[config.mk]
export PLATFORM = sky130hd
export DESIGN_NAME = mod_det
export DESIGN_NICKNAME = d
export VERILOG_FILES = /design/src/rtl/mod_det.sv
export SDC_FILE = /design/constraint.sdc
export NUM_CORES = 1
export LEC_CHECK = 0
export BUFFER_PORTS_ARGS = -buffer_cell sky130_fd_sc_hd__buf_2
export CAP_MARGIN = 20
export CELL_PAD_IN_SITES_DETAIL_PLACEMENT = 2
export CELL_PAD_IN_SITES_GLOBAL_PLACEMENT = 2
export CORE_MARGIN = 2
export CORE_UTILIZATION = 36
export DETAILED_ROUTE_END_ITERATION = 10
export HOLD_SLACK_MARGIN = 0.06
export PLACE_DENSITY_LB_ADDON = 0.12
export REMOVE_ABC_BUFFERS = 1
export SLEW_MARGIN = 15
export SYNTH_ARGS = -nofsm -noshare
export SYNTH_HDL_FRONTEND = slang
export SYNTH_SLANG_ARGS = --single-unit
[constraint.sdc]
create_clock -name clk -period 6.8 [get_ports clk]
set_input_delay 0.68 -clock clk [delete_from_list [all_inputs] [get_ports clk]]
set_output_delay 0.68 -clock clk [all_outputs]
set_load 0.01 [all_outputs]
[src/rtl/mod_det.sv]
`default_nettype none
// ============================================================================
// Module : mod_det
// Brief  : Sequential signed 2x2 / 3x3 determinant of 8-bit elements, one micro-step per cycle
//          on a shared 8x8 multiplier and 8-bit add/sub; result wraps to 8 bits.
// Rev    : 1.0
// ============================================================================
module mod_det (
  input  logic        clk,
  input  logic        rst,
  input  logic        start,
  input  logic        tamanho,
  input  logic [71:0] matriz_in,
  output logic        busy,
  output logic        done,
  output logic [7:0]  resultado,
  output logic        flag_overflow
);

  typedef enum logic [1:0] {
    ST_IDLE = 2'd0,
    ST_CALC = 2'd1,
    ST_DONE = 2'd2
  } state_t;

  state_t      state_q, state_d;
  logic [71:0] mat_q, mat_d;
  logic        size_q, size_d;
  logic [1:0]  k_q, k_d;
  logic [2:0]  phase_q, phase_d;
  logic [7:0]  x_q, x_d;
  logic [7:0]  y_q, y_d;
  logic [7:0]  minor_q, minor_d;
  logic [7:0]  t_q, t_d;
  logic [7:0]  acc_q, acc_d;
  logic [7:0]  res_q, res_d;
  logic        ovf_q, ovf_d;

  logic signed [7:0] m00, m01, m02, m10, m11, m12, m20, m21, m22;

  assign m00 = mat_q[7:0];
  assign m01 = mat_q[15:8];
  assign m02 = mat_q[23:16];
  assign m10 = mat_q[31:24];
  assign m11 = mat_q[39:32];
  assign m12 = mat_q[47:40];
  assign m20 = mat_q[55:48];
  assign m21 = mat_q[63:56];
  assign m22 = mat_q[71:64];

  // Minor operands (a*d - b*c) and the row-0 cofactor element; 2x2 mode reuses the k=0 slots.
  logic signed [7:0] op_a, op_b, op_c, op_d, row0;

  always_comb begin
    op_a = m00;
    op_d = m11;
    op_b = m01;
    op_c = m10;
    row0 = m00;
    if (size_q) begin
      case (k_q)
        2'd0:    begin op_a = m11; op_d = m22; op_b = m12; op_c = m21; row0 = m00; end
        2'd1:    begin op_a = m10; op_d = m22; op_b = m12; op_c = m20; row0 = m01; end
        default: begin op_a = m10; op_d = m21; op_b = m11; op_c = m20; row0 = m02; end
      endcase
    end
  end

  logic signed [7:0]  mul_a, mul_b;
  logic signed [15:0] prod;
  logic               prod_ovf;
  logic [7:0]         add_a, add_b, add_b_eff, sum;
  logic               add_sub, add_ovf;
  logic               is_last;

  always_comb begin
    mul_a   = op_a;
    mul_b   = op_d;
    add_a   = x_q;
    add_b   = y_q;
    add_sub = 1'b1;
    case (phase_q)
      3'd1:    begin mul_a = op_b; mul_b = op_c; end
      3'd3:    begin mul_a = row0; mul_b = minor_q; end
      3'd4:    begin add_a = acc_q; add_b = t_q; add_sub = (k_q == 2'd1); end
      default: ;
    endcase
  end

  assign prod     = mul_a * mul_b;
  assign prod_ovf = (prod > 16'sd127) || (prod < -16'sd128);

  // Subtraction as a + ~b + 1, so overflow is the usual same-sign-in / different-sign-out test.
  assign add_b_eff = add_sub ? ~add_b : add_b;
  assign sum       = add_a + add_b_eff + {7'd0, add_sub};
  assign add_ovf   = (add_a[7] == add_b_eff[7]) && (sum[7] != add_a[7]);

  assign is_last = size_q ? ((k_q == 2'd2) && (phase_q == 3'd4)) : (phase_q == 3'd2);

  always_comb begin
    state_d = state_q;
    mat_d   = mat_q;
    size_d  = size_q;
    k_d     = k_q;
    phase_d = phase_q;
    x_d     = x_q;
    y_d     = y_q;
    minor_d = minor_q;
    t_d     = t_q;
    acc_d   = acc_q;
    res_d   = res_q;
    ovf_d   = ovf_q;
    case (state_q)
      ST_IDLE: begin
        if (start) begin
          state_d = ST_CALC;
          mat_d   = matriz_in;
          size_d  = tamanho;
          k_d     = 2'd0;
          phase_d = 3'd0;
          x_d     = 8'd0;
          y_d     = 8'd0;
          minor_d = 8'd0;
          t_d     = 8'd0;
          acc_d   = 8'd0;
          ovf_d   = 1'b0;
        end
      end
      ST_CALC: begin
        case (phase_q)
          3'd0: begin x_d = prod[7:0]; ovf_d = ovf_q | prod_ovf; end
          3'd1: begin y_d = prod[7:0]; ovf_d = ovf_q | prod_ovf; end
          3'd2: begin
            ovf_d = ovf_q | add_ovf;
            if (size_q) begin
              minor_d = sum;
            end else begin
              acc_d = sum;
              res_d = sum;
            end
          end
          3'd3: begin t_d = prod[7:0]; ovf_d = ovf_q | prod_ovf; end
          default: begin
            acc_d = sum;
            ovf_d = ovf_q | add_ovf;
            if (is_last) res_d = sum;
          end
        endcase
        if (is_last) begin
          state_d = ST_DONE;
        end else if (size_q && (phase_q == 3'd4)) begin
          phase_d = 3'd0;
          k_d     = k_q + 2'd1;
        end else begin
          phase_d = phase_q + 3'd1;
        end
      end
      ST_DONE: state_d = ST_IDLE;
      default: state_d = ST_IDLE;
    endcase
  end

  always_ff @(posedge clk) begin
    if (rst) begin
      state_q <= ST_IDLE;
      mat_q   <= 72'd0;
      size_q  <= 1'b0;
      k_q     <= 2'd0;
      phase_q <= 3'd0;
      x_q     <= 8'd0;
      y_q     <= 8'd0;
      minor_q <= 8'd0;
      t_q     <= 8'd0;
      acc_q   <= 8'd0;
      res_q   <= 8'd0;
      ovf_q   <= 1'b0;
    end else begin
      state_q <= state_d;
      mat_q   <= mat_d;
      size_q  <= size_d;
      k_q     <= k_d;
      phase_q <= phase_d;
      x_q     <= x_d;
      y_q     <= y_d;
      minor_q <= minor_d;
      t_q     <= t_d;
      acc_q   <= acc_d;
      res_q   <= res_d;
      ovf_q   <= ovf_d;
    end
  end

  assign busy          = (state_q == ST_CALC);
  assign done          = (state_q == ST_DONE);
  assign resultado     = res_q;
  assign flag_overflow = ovf_q;

endmodule
`default_nettype wire

==> flow_metrics.tcl <==
set metrics [dict create \
    r2r_setup_slack_ps 360 \
    rr_startpoint "k_q[0]" \
    grt_max_degree 79 \
    cts-htree-levels 4 \
    fin_crit_ps 6440 \
    final_core_util_pct 42.8 \
    numPortBuffers 86 \
    cp-end-kind "flip-flop" \
    tightest_slew_ps 1030 \
    synth_area_leaders "dfxtp_1, fa_1, nand2_1, a21oi_1, ha_1" \
    synth.cells.most_frequent "nand2_1, a21oi_1, dfxtp_1, nor2_1, inv_1" \
    synth-xor-area-share_pct 2.94 \
    finalPower_uw 2470 \
    hold_path_class "flip-flop to flip-flop" \
    clock_latency_ps 440 \
    hold_viol 0 \
    slowest_stage "fa_1" \
    timing.final.crit_share_pct 94.7 \
    synthMuxAreaShare_pct 5.04 \
    critPathMaxFanout 11 \
    numCtsBuffers 17 \
    num_io_pins 87 \
    overflow 0 \
    start_util_pct 36.7 \
    grt_first_pass_wirelength_um 47500 \
    crit_type "flip-flop to flip-flop" \
    avgSynthCellArea_um2 7.85 \
    ys_types 59 \
    r2r-end "flag_overflow" \
    clk_pin_slew_ps 70 \
    grt_pass1_vias 8873 \
    async_flop_share_pct 0 \
    place_congestion 0.798 \
    place_inst 1515 \
    power_frac_comb_pct 29.0 \
    setup_viol_count_final 0 \
    crit_end "flag_overflow" \
    synth_top_family_by_area "simple AND/OR/NAND/NOR gates" \
    clockBufferDepth 2 \
    tritoncts "built" \
    final_nets 1388 \
    p_leak_uw 0.00450 \
    yosysTopAreaCell "dfxtp_1" \
    dr.first_iter.drc_count 318 \
    crit_buf_inv 7 \
    die_width_um 162 \
    synth.top_cell.area_share_pct 28.9 \
    critical_path_depth 25 \
    cp.arrival_ps 6740 \
    yosysMostFrequentCell "nand2_1" \
    switching_share_pct 36.8 \
    p_seq_share_pct 33.2 \
    power_switching_uw 907 \
    critPathLaunchType "flip-flop" \
    cts.sinks 129 \
    avgRoutedWirePerCell_um 18.9 \
    syn_to_final_growth_pct 16.7 \
    required_ps 7100 \
    synthAdderAreaFrac_pct 18.8 \
    rows 57 \
    fmax_mhz 155 \
    synth-edff-count 0 \
    drt-pass1-iter-count 4 \
    synth-simple-area-share_pct 19.8 \
    crit_family "adder cells" \
    n_antenna_cell 0 \
    grt_setup_unrepaired "false" \
    run_status "finished, final reports clean" \
    fin_skew_ps 18.2 \
    fin_cells 1549 \
    grt_antenna_before_repair 0 \
    place_hpwl_um 21600 \
    die_area_mm2 0.0261 \
    reg2reg_depth 25 \
    drc_errors 0 \
    synth-compound-area-share_pct 16.7 \
    synth_area_mm2 0.00894 \
    vias_per_cell 5.19 \
    max_stage_delay_ps 540 \
    ir_drop_mv 0.114 \
    drtAntennaViolNets 0 \
    holdPathStages 2 \
    ys_ff_latch 129 \
    finalMaxSlewViolations 0 \
    wl_um 29200 \
    critical_path.startpoint "k_q[0]" \
    powerDensity_mw_per_mm2 236 \
    fp.dieH_um 162 \
    vias 8038 \
    layout-drive-gt1-share_pct 16.6 \
    p_int_uw 1560 \
    fill_cells 2838 \
    core_area_mm2 0.0244 \
    grtUsageTotal_pct 23.1 \
    maxCapViolCount 0 \
    synth-main-ff-cell "dfxtp_1" \
    synthCells 1139 \
    yosysWarnings 0 \
    slew_headroom_pct 31.0 \
    ys_seq_area_share_pct 28.9 \
    cts-root-buf "clkbuf_16" \
    p_clk_share_pct 37.8 \
]
## cell families after synthesis
group,count (synthesis)
adder cells (fa/ha/maj),100
AO/OA/AOI/OAI,239
multiplexers,43
flip-flops,129
AND/OR/NAND/NOR,421
buffers and inverters,177
XOR/XNOR,30
## power by group through the flow
stage	clock, uW	sequential [uW]	combinational, uW
floorplan	0	827	477
global placement	0	836	682
detailed placement	0	837	710
CTS	950	820	721
global route	983	824	808
finish	931	820	714
## repair_timing
action                                  4_1_cts  5_1_grt
pin swaps                                     0        4
gates cloned                                  0        0
setup buffers                                 0        2
resized for setup                             1       18
hold buffers                                  0        0
endpoints found under the setup margin        1        1
## layout make-up
| type | instances | area, um^2 | share of cell area [%] |
|---|---|---|---|
| multi-input combinational | 833 | 5740 | 55.0 |
| sequential | 129 | 2580 | 24.7 |
| clock buffer | 18 | 439 | 4.21 |
| inverter | 109 | 409 | 3.92 |
| timing repair buffer | 122 | 723 | 6.93 |
| tap | 324 | 405 | 3.88 |
| clock inverter | 14 | 143 | 1.37 |
## through the flow
| step | cell area (um^2) | TNS (ps) | setup slack (ps) | hold slack, ps |
|---|---|---|---|---|
| 2_1_floorplan | 8650 | 0 | 143 | 426 |
| 3_3_place_gp | 9760 | 0 | 244 | 439 |
| 3_5_place_dp | 9770 | -51.5 | -51.5 | 448 |
| 4_1_cts | 10400 | 0 | 44.3 | 457 |
| 5_1_grt | 10400 | 0 | 21.5 | 479 |
| 6_report | 10400 | 0 | 361 | 458 |
## routing by layer
layer / GRT usage, % / vias to the layer above / wire, um
met3: 2.72 / 30 / 675
met5: 0 / - / 0
li1: - / 3896 / -
met2: 41.5 / 119 / 14600
met1: 29.5 / 3993 / 13500
met4: 5.35 / 0 / 413
## tightest hold or removal path, cell delays in order (launching register included)
cell and delay, ps:
dfxtp_1 310, nand2_1 50, a21oi_1 50
## registers in the layout (all words and copies together), names as in the netlist
register / count
size_q: 1
phase_q: 3
t_q: 8
state_q: 2
resultado: 8
x_q: 8
minor_q: 8
acc_q: 8
k_q: 2
mat_q: 72
flag_overflow: 1
y_q: 8
## cell usage in the layout (no fill, tap or decap), types with 5 or more instances in the layout
master and instances:
a211oi_1 5, a221o_1 8, inv_6 5, fa_1 56
buf_4 35, clkbuf_16 17, inv_1 109, nor2b_1 9
nor2_1 127, or2_2 9, o221ai_1 7, nand2_1 206
buf_2 85, a21oi_1 149, nor3_1 17, mux2_2 6
ha_1 42, o21ai_0 16, xor2_1 13, and2_1 6
dfxtp_1 129, nand3_1 11, nor3b_1 5, nor4_1 5
a221oi_2 7, a31oi_1 5, mux2i_1 36, xnor2_1 17
## worst min-delay path by stage
stage                         from       end  slack (ps)
after floorplan             y_q[1]    y_q[1]         430
after global routing      acc_q[6]  acc_q[6]         480
after detailed placement    y_q[6]    y_q[6]         450
final                       y_q[6]    y_q[6]         460
after CTS                   y_q[6]    y_q[6]         460
after global placement      y_q[4]    y_q[4]         440
Power figures use the tool's default switching activity.
